### src/rtl/srmem_wr_arbiter_pkg.sv
// Shared constants for the srmem write-side arbiter.
// Defining SRMEM_ARB_STATS_EN adds per-producer burst statistics.
package srmem_wr_arbiter_pkg;

  localparam logic [1:0] ARB_IDLE   = 2'd0;
  localparam logic [1:0] ARB_STREAM = 2'd1;
  localparam logic [1:0] ARB_DRAIN  = 2'd2;

`ifdef SRMEM_ARB_STATS_EN
  localparam int STATS_W = 16;
`endif

endpackage

### src/rtl/srmem_wr_arbiter_rr_pick.sv
// Combinational round-robin finder: first set bit of req_i at or after ptr_i,
// wrapping cyclically.
module srmem_wr_arbiter_rr_pick #(
  parameter int NUM_REQ = 4,
  parameter int ID_BW   = 2
) (
  input  logic [NUM_REQ-1:0] req_i,
  input  logic [ID_BW-1:0]   ptr_i,
  output logic               found_o,
  output logic [ID_BW-1:0]   idx_o
);

  logic [2*NUM_REQ-1:0] req2;
  logic [NUM_REQ-1:0]   rot;
  logic [ID_BW:0]       sum;

  // Rotate so that ptr_i sits at bit 0, then take the lowest set bit.
  always_comb begin
    req2    = {req_i, req_i} >> ptr_i;
    rot     = req2[NUM_REQ-1:0];
    found_o = |rot;
    sum     = '0;
    for (int j = NUM_REQ - 1; j >= 0; j--) begin
      if (rot[j]) sum = (ID_BW+1)'(j) + {1'b0, ptr_i};
    end
    if (sum >= (ID_BW+1)'(NUM_REQ)) sum = sum - (ID_BW+1)'(NUM_REQ);
    idx_o = sum[ID_BW-1:0];
  end

endmodule

### src/rtl/srmem_wr_arbiter.sv
// Burst-granular round-robin write arbiter for a double-buffered srmem.
// Optional feature macro: SRMEM_ARB_STATS_EN (adds burst_count output).
module srmem_wr_arbiter
  import srmem_wr_arbiter_pkg::*;
#(
  parameter  int NUM_REQ   = 4,
  parameter  int DATA_BW   = 8,
  parameter  int LEN_SRMEM = 4,
  localparam int ID_BW     = $clog2(NUM_REQ)
) (
  input  logic                       clk,
  input  logic                       rst,
  input  logic [NUM_REQ-1:0]         req_valid,
  input  logic [NUM_REQ*DATA_BW-1:0] req_din,
  input  logic [NUM_REQ-1:0]         req_last,
  output logic [NUM_REQ-1:0]         req_ready,
  output logic                       mem_valid_din,
  output logic [DATA_BW-1:0]         mem_din,
  output logic                       mem_is_lastdin,
  input  logic                       mem_wrfull,
  output logic [ID_BW-1:0]           grant_id,
  output logic                       busy,
  output logic                       trunc_err
`ifdef SRMEM_ARB_STATS_EN
  ,
  output logic [NUM_REQ*STATS_W-1:0] burst_count
`endif
);

  localparam int CNT_W = $clog2(LEN_SRMEM);

  logic [1:0]         state_q, state_d;
  logic [ID_BW-1:0]   rr_ptr_q, rr_ptr_d;
  logic [ID_BW-1:0]   grant_q, grant_d;
  logic [CNT_W-1:0]   cnt_q, cnt_d;
  logic               trunc_q, trunc_d;

  logic               pick_found;
  logic [ID_BW-1:0]   pick_idx;
  logic [DATA_BW-1:0] din_arr [NUM_REQ];
  logic               g_valid, g_last, cnt_max, xfer, done;
  logic [ID_BW-1:0]   g_next;

  srmem_wr_arbiter_rr_pick #(
    .NUM_REQ(NUM_REQ),
    .ID_BW  (ID_BW)
  ) u_rr_pick (
    .req_i  (req_valid),
    .ptr_i  (rr_ptr_q),
    .found_o(pick_found),
    .idx_o  (pick_idx)
  );

  for (genvar gi = 0; gi < NUM_REQ; gi++) begin : g_din
    assign din_arr[gi] = req_din[gi*DATA_BW +: DATA_BW];
  end

  assign g_valid = req_valid[grant_q];
  assign g_last  = req_last[grant_q];
  assign cnt_max = (cnt_q == CNT_W'(LEN_SRMEM - 1));
  assign g_next  = (grant_q == ID_BW'(NUM_REQ - 1)) ? '0 : grant_q + 1'b1;
  assign done    = ((state_q == ARB_STREAM) & xfer & g_last) |
                   ((state_q == ARB_DRAIN) & g_valid & g_last);

  // Zero-latency path from the owner to the memory; outputs are zeroed when idle.
  always_comb begin
    req_ready      = '0;
    mem_valid_din  = 1'b0;
    mem_din        = '0;
    mem_is_lastdin = 1'b0;
    xfer           = 1'b0;
    case (state_q)
      ARB_STREAM: begin
        req_ready[grant_q] = !mem_wrfull;
        xfer               = g_valid & !mem_wrfull;
        if (xfer) begin
          mem_valid_din  = 1'b1;
          mem_din        = din_arr[grant_q];
          mem_is_lastdin = g_last | cnt_max;
        end
      end
      ARB_DRAIN: req_ready[grant_q] = 1'b1;
      default: ;
    endcase
  end

  always_comb begin
    state_d  = state_q;
    rr_ptr_d = rr_ptr_q;
    grant_d  = grant_q;
    cnt_d    = cnt_q;
    trunc_d  = trunc_q;
    case (state_q)
      ARB_IDLE: begin
        if (pick_found && !mem_wrfull) begin
          grant_d = pick_idx;
          cnt_d   = '0;
          state_d = ARB_STREAM;
        end
      end
      ARB_STREAM: begin
        if (xfer) begin
          if (g_last) begin
            cnt_d    = '0;
            rr_ptr_d = g_next;
            state_d  = ARB_IDLE;
          end else if (cnt_max) begin
            // Buffer already closed by the forced last; swallow the remainder.
            trunc_d = 1'b1;
            state_d = ARB_DRAIN;
          end else begin
            cnt_d = cnt_q + 1'b1;
          end
        end
      end
      ARB_DRAIN: begin
        if (g_valid && g_last) begin
          cnt_d    = '0;
          rr_ptr_d = g_next;
          state_d  = ARB_IDLE;
        end
      end
      default: state_d = ARB_IDLE;
    endcase
  end

  always_ff @(posedge clk) begin
    if (rst) begin
      state_q  <= ARB_IDLE;
      rr_ptr_q <= '0;
      grant_q  <= '0;
      cnt_q    <= '0;
      trunc_q  <= 1'b0;
    end else begin
      state_q  <= state_d;
      rr_ptr_q <= rr_ptr_d;
      grant_q  <= grant_d;
      cnt_q    <= cnt_d;
      trunc_q  <= trunc_d;
    end
  end

  assign grant_id  = grant_q;
  assign busy      = (state_q != ARB_IDLE);
  assign trunc_err = trunc_q;

`ifdef SRMEM_ARB_STATS_EN
  logic [STATS_W-1:0] stat_q [NUM_REQ];

  function automatic logic [STATS_W-1:0] sat_inc(input logic [STATS_W-1:0] v);
    return (&v) ? v : v + 1'b1;
  endfunction

  always_ff @(posedge clk) begin
    if (rst) begin
      for (int i = 0; i < NUM_REQ; i++) stat_q[i] <= '0;
    end else if (done) begin
      stat_q[grant_q] <= sat_inc(stat_q[grant_q]);
    end
  end

  for (genvar gi = 0; gi < NUM_REQ; gi++) begin : g_stats
    assign burst_count[gi*STATS_W +: STATS_W] = stat_q[gi];
  end
`endif

endmodule

### config.mk
export PLATFORM = sky130hd
export DESIGN_NAME = srmem_wr_arbiter
export DESIGN_NICKNAME = d
export VERILOG_FILES = /design/src/rtl/srmem_wr_arbiter_pkg.sv /design/src/rtl/srmem_wr_arbiter_rr_pick.sv /design/src/rtl/srmem_wr_arbiter.sv
export SDC_FILE = /design/constraint.sdc
export NUM_CORES = 1
export LEC_CHECK = 0
export ABC_AREA = 1
export BUFFER_PORTS_ARGS = -buffer_cell sky130_fd_sc_hd__buf_2
export CAP_MARGIN = 20
export CORE_ASPECT_RATIO = 1.4
export CORE_MARGIN = 3
export CORE_UTILIZATION = 35
export DETAILED_ROUTE_END_ITERATION = 12
export PLACE_DENSITY_LB_ADDON = 0.12
export SYNTH_ARGS = -nofsm -noshare
export SYNTH_HDL_FRONTEND = slang
export SYNTH_SLANG_ARGS = --single-unit
### constraint.sdc
create_clock -name clk -period 1.4 [get_ports clk]
set_input_delay 0.14 -clock clk [delete_from_list [all_inputs] [get_ports clk]]
set_output_delay 0.14 -clock clk [all_outputs]
set_load 0.005 [all_outputs]
==> flow_summary.toml <==
[routing]
via_per_inst = 4.70
drt_iter0_drc = 52
avgRoutedWirePerCell_um = 11.7
vias = 1664
ant_nets = 0
wl_um = 4140
first_pass_iters = 4
drc = 0

[timing]
max-slew-margin-rel_pct = 83.1
hold_viol = 0
fin_crit_sh_pct = 121
fmax_mhz = 589
fin_ws_ns = -0.297
worstMarginPinSlew_ns = 0.251
setup_viol = 19
fin_setup_tns_ns = -3.22
fin_skew_ns = 0.00832
drv_slew = 0
fin_crit_ns = 1.70
rsz0062_at_grt = "true"

[cts]
cts_num_sinks = 9
cts_buffers = 3
cts_max_level = 1
clockBufferDepth = 2
cts-root-buf = "clkbuf_8"
cts_tree = "built"
clk_latency_ns = 0.24
clkTransAtPathRegs_ns = 0.05

[cells_and_area]
area_delta_synth_final_pct = 67.3
drive_gt1_share_pct = 48.1
antenna_cells = 0
fillers = 345
final_nets = 366

[worst_setup_path]
required_ns = 1.26
cp-start-kind = "flip-flop"
cp-end-kind = "primary output"
critical_path_arrival_ns = 1.56
rrSetupSlack_ns = -0.15
path_max_fanout = 4
critPathKind = "flip-flop to primary output"

[floorplanning]
die_width_um = 56.8
die_area_mm2 = 0.00438
coreArea_mm2 = 0.00341
fp.dieH_um = 77.1
start_util_pct = 37.1
pin_count = 61
rows = 25

[yosys]
netlist-cell-type-count = 23
syn_avg_cell_area_um2 = 5.59
ys_seq_area_share_pct = 14.3
yosys_warnings = 0
ys_ff_latch = 9
syn_inst = 226
syn_area_mm2 = 0.00126
synth_nets = 277

[status]
outcome = "complete, but fails checks"
violations = "setup timing"

[global_route]
grt_max_degree = 12
grt_pass1_vias = 1617
grt_overflow_total = 0
grt_first_pass_wirelength_um = 6740
grt_usage_pct = 18.9
antenna_found_initial = 0

[placement]
place.gp.congestion = 0.836
dp_hpwl_um = 2980
numPortBuffers = 60

[power]
pwr_density_cell_mw_per_mm2 = 2000
p_leak_uw = 0.00112
ir_drop_uv = 1140
power_uw = 4230

[job]
maxCapViolations = 0

[min_path]
holdCritPathClass = "input port to flip-flop"
==> worst paths after layout <==
path                            cells past startpoint                      from                  endpoint
worst max register to register                     12  grant_id[0]$_SDFFE_PP0P_     cnt_q[0]$_SDFFE_PP0P_
worst min register to register                      2     cnt_q[1]$_SDFFE_PP0P_     cnt_q[1]$_SDFFE_PP0P_
worst max-delay path                                8  grant_id[0]$_SDFFE_PP0P_                mem_din[7]
worst min-delay path                                2                       rst  rr_ptr_q[0]$_SDFFE_PP0P_
==> cells by family (layout without fill, tap and decap cells) <==
kind of cell               after synthesis  count (layout)  share of synthesized area (%)
adders and majority gates                8               8                           7.92
buffers and inverters                   30             118                           11.0
AOI/OAI and AO/OA                       38              38                           15.3
xor gates and xnor gates                 1               1                          0.693
and+or+nand+nor                        140             140                           50.8
DFF                                      9               9                           14.3
==> worst max-delay path, stage by stage, from the launching register on <==
cell        delay, ns
dfxtp_4          0.37
buf_6            0.12
nand2_2          0.05
nand3_2          0.09
nand3_4          0.08
nor2_4           0.15
clkinvlp_4       0.17
a21oi_1          0.14
buf_2            0.13
==> synth_stat cells, drive strengths merged <==
cell type	instances	area (µm²)
nand2	69	299
buf	6	48.8
inv	23	86.3
ha	8	100
nor2	55	226
nand3	14	97.6
xnor2	1	8.76
dfxtp	9	180
clkbuf	1	3.75
nand4	1	12.5
o21ai	22	110
or2	1	6.26
a31oi	1	6.26
o21a	1	7.51
a21oi	14	70.1
==> area by class of cell <==
class	instances	area (µm²)	share of cell area (%)
clock buffer	3	41.3	1.95
clock inverter	1	5.00	0.237
inverter	23	98.8	4.67
multi-input combinational	187	1130	53.4
sequential	9	194	9.17
tap	40	50.0	2.37
timing repair buffer	90	589	27.9
timing repair inverter	1	7.51	0.355
==> cells in the final DEF, fill, tap and decap left out, drive strengths merged <==
cell,n
a21oi,14
a31oi,1
buf,90
clkbuf,3
clkinv,1
clkinvlp,1
dfxtp,9
ha,8
inv,23
nand2,69
nand3,14
nand4,1
nor2,55
o21a,1
o21ai,22
or2,1
xnor2,1
==> timing repair <==
| item | 4_1_cts | 5_1_grt |
|---|---|---|
| gates resized for setup | 45 | 29 |
| pin swaps | 7 | 12 |
| buffers inserted | 11 | 3 |
| cloned | 1 | 0 |
| setup endpoints to repair | 19 | 23 |
| endpoints found under the hold margin | 0 | 0 |
| hold buffers | 0 | 0 |
==> per-layer routing <==
layer / part of all wire [%] / routed length (µm) / vias up / global-route usage [%]
met3: 7.5 / 310 / 11 / 4.21
li1: - / - / 888 / -
met2: 49 / 2010 / 56 / 34.7
met1: 41 / 1700 / 709 / 20.2
met4: 3.0 / 123 / 0 / 8.12
met5: 0 / 0 / - / 0
==> metrics by stage <==
stage               instances  hold slack (ns)  setup slack [ns]  utilization (%)  cell area, µm²
finish                    354           0.0837            -0.297             62.0            2110
global route              354           0.0875            -0.372             62.0            2110
CTS                       352           0.0879            -0.282             58.5            2000
detailed placement        337            0.349           -0.0725             49.8            1700
global placement          337            0.349           -0.0832             49.8            1700
floorplan                 226            0.212            0.0132                -            1260
==> flip-flops by register name, summed over array words and instances (netlist names) <==
name / cells
trunc_err: 1
rr_ptr_q: 2
cnt_q: 2
state_q: 2
grant_id: 2
==> power breakdown <==
part	total (µW)	switching [µW]	internal, µW
clock network	308	113	195
registers	522	129	393
logic	3400	1870	1530
(Power assumes the default switching activity.)
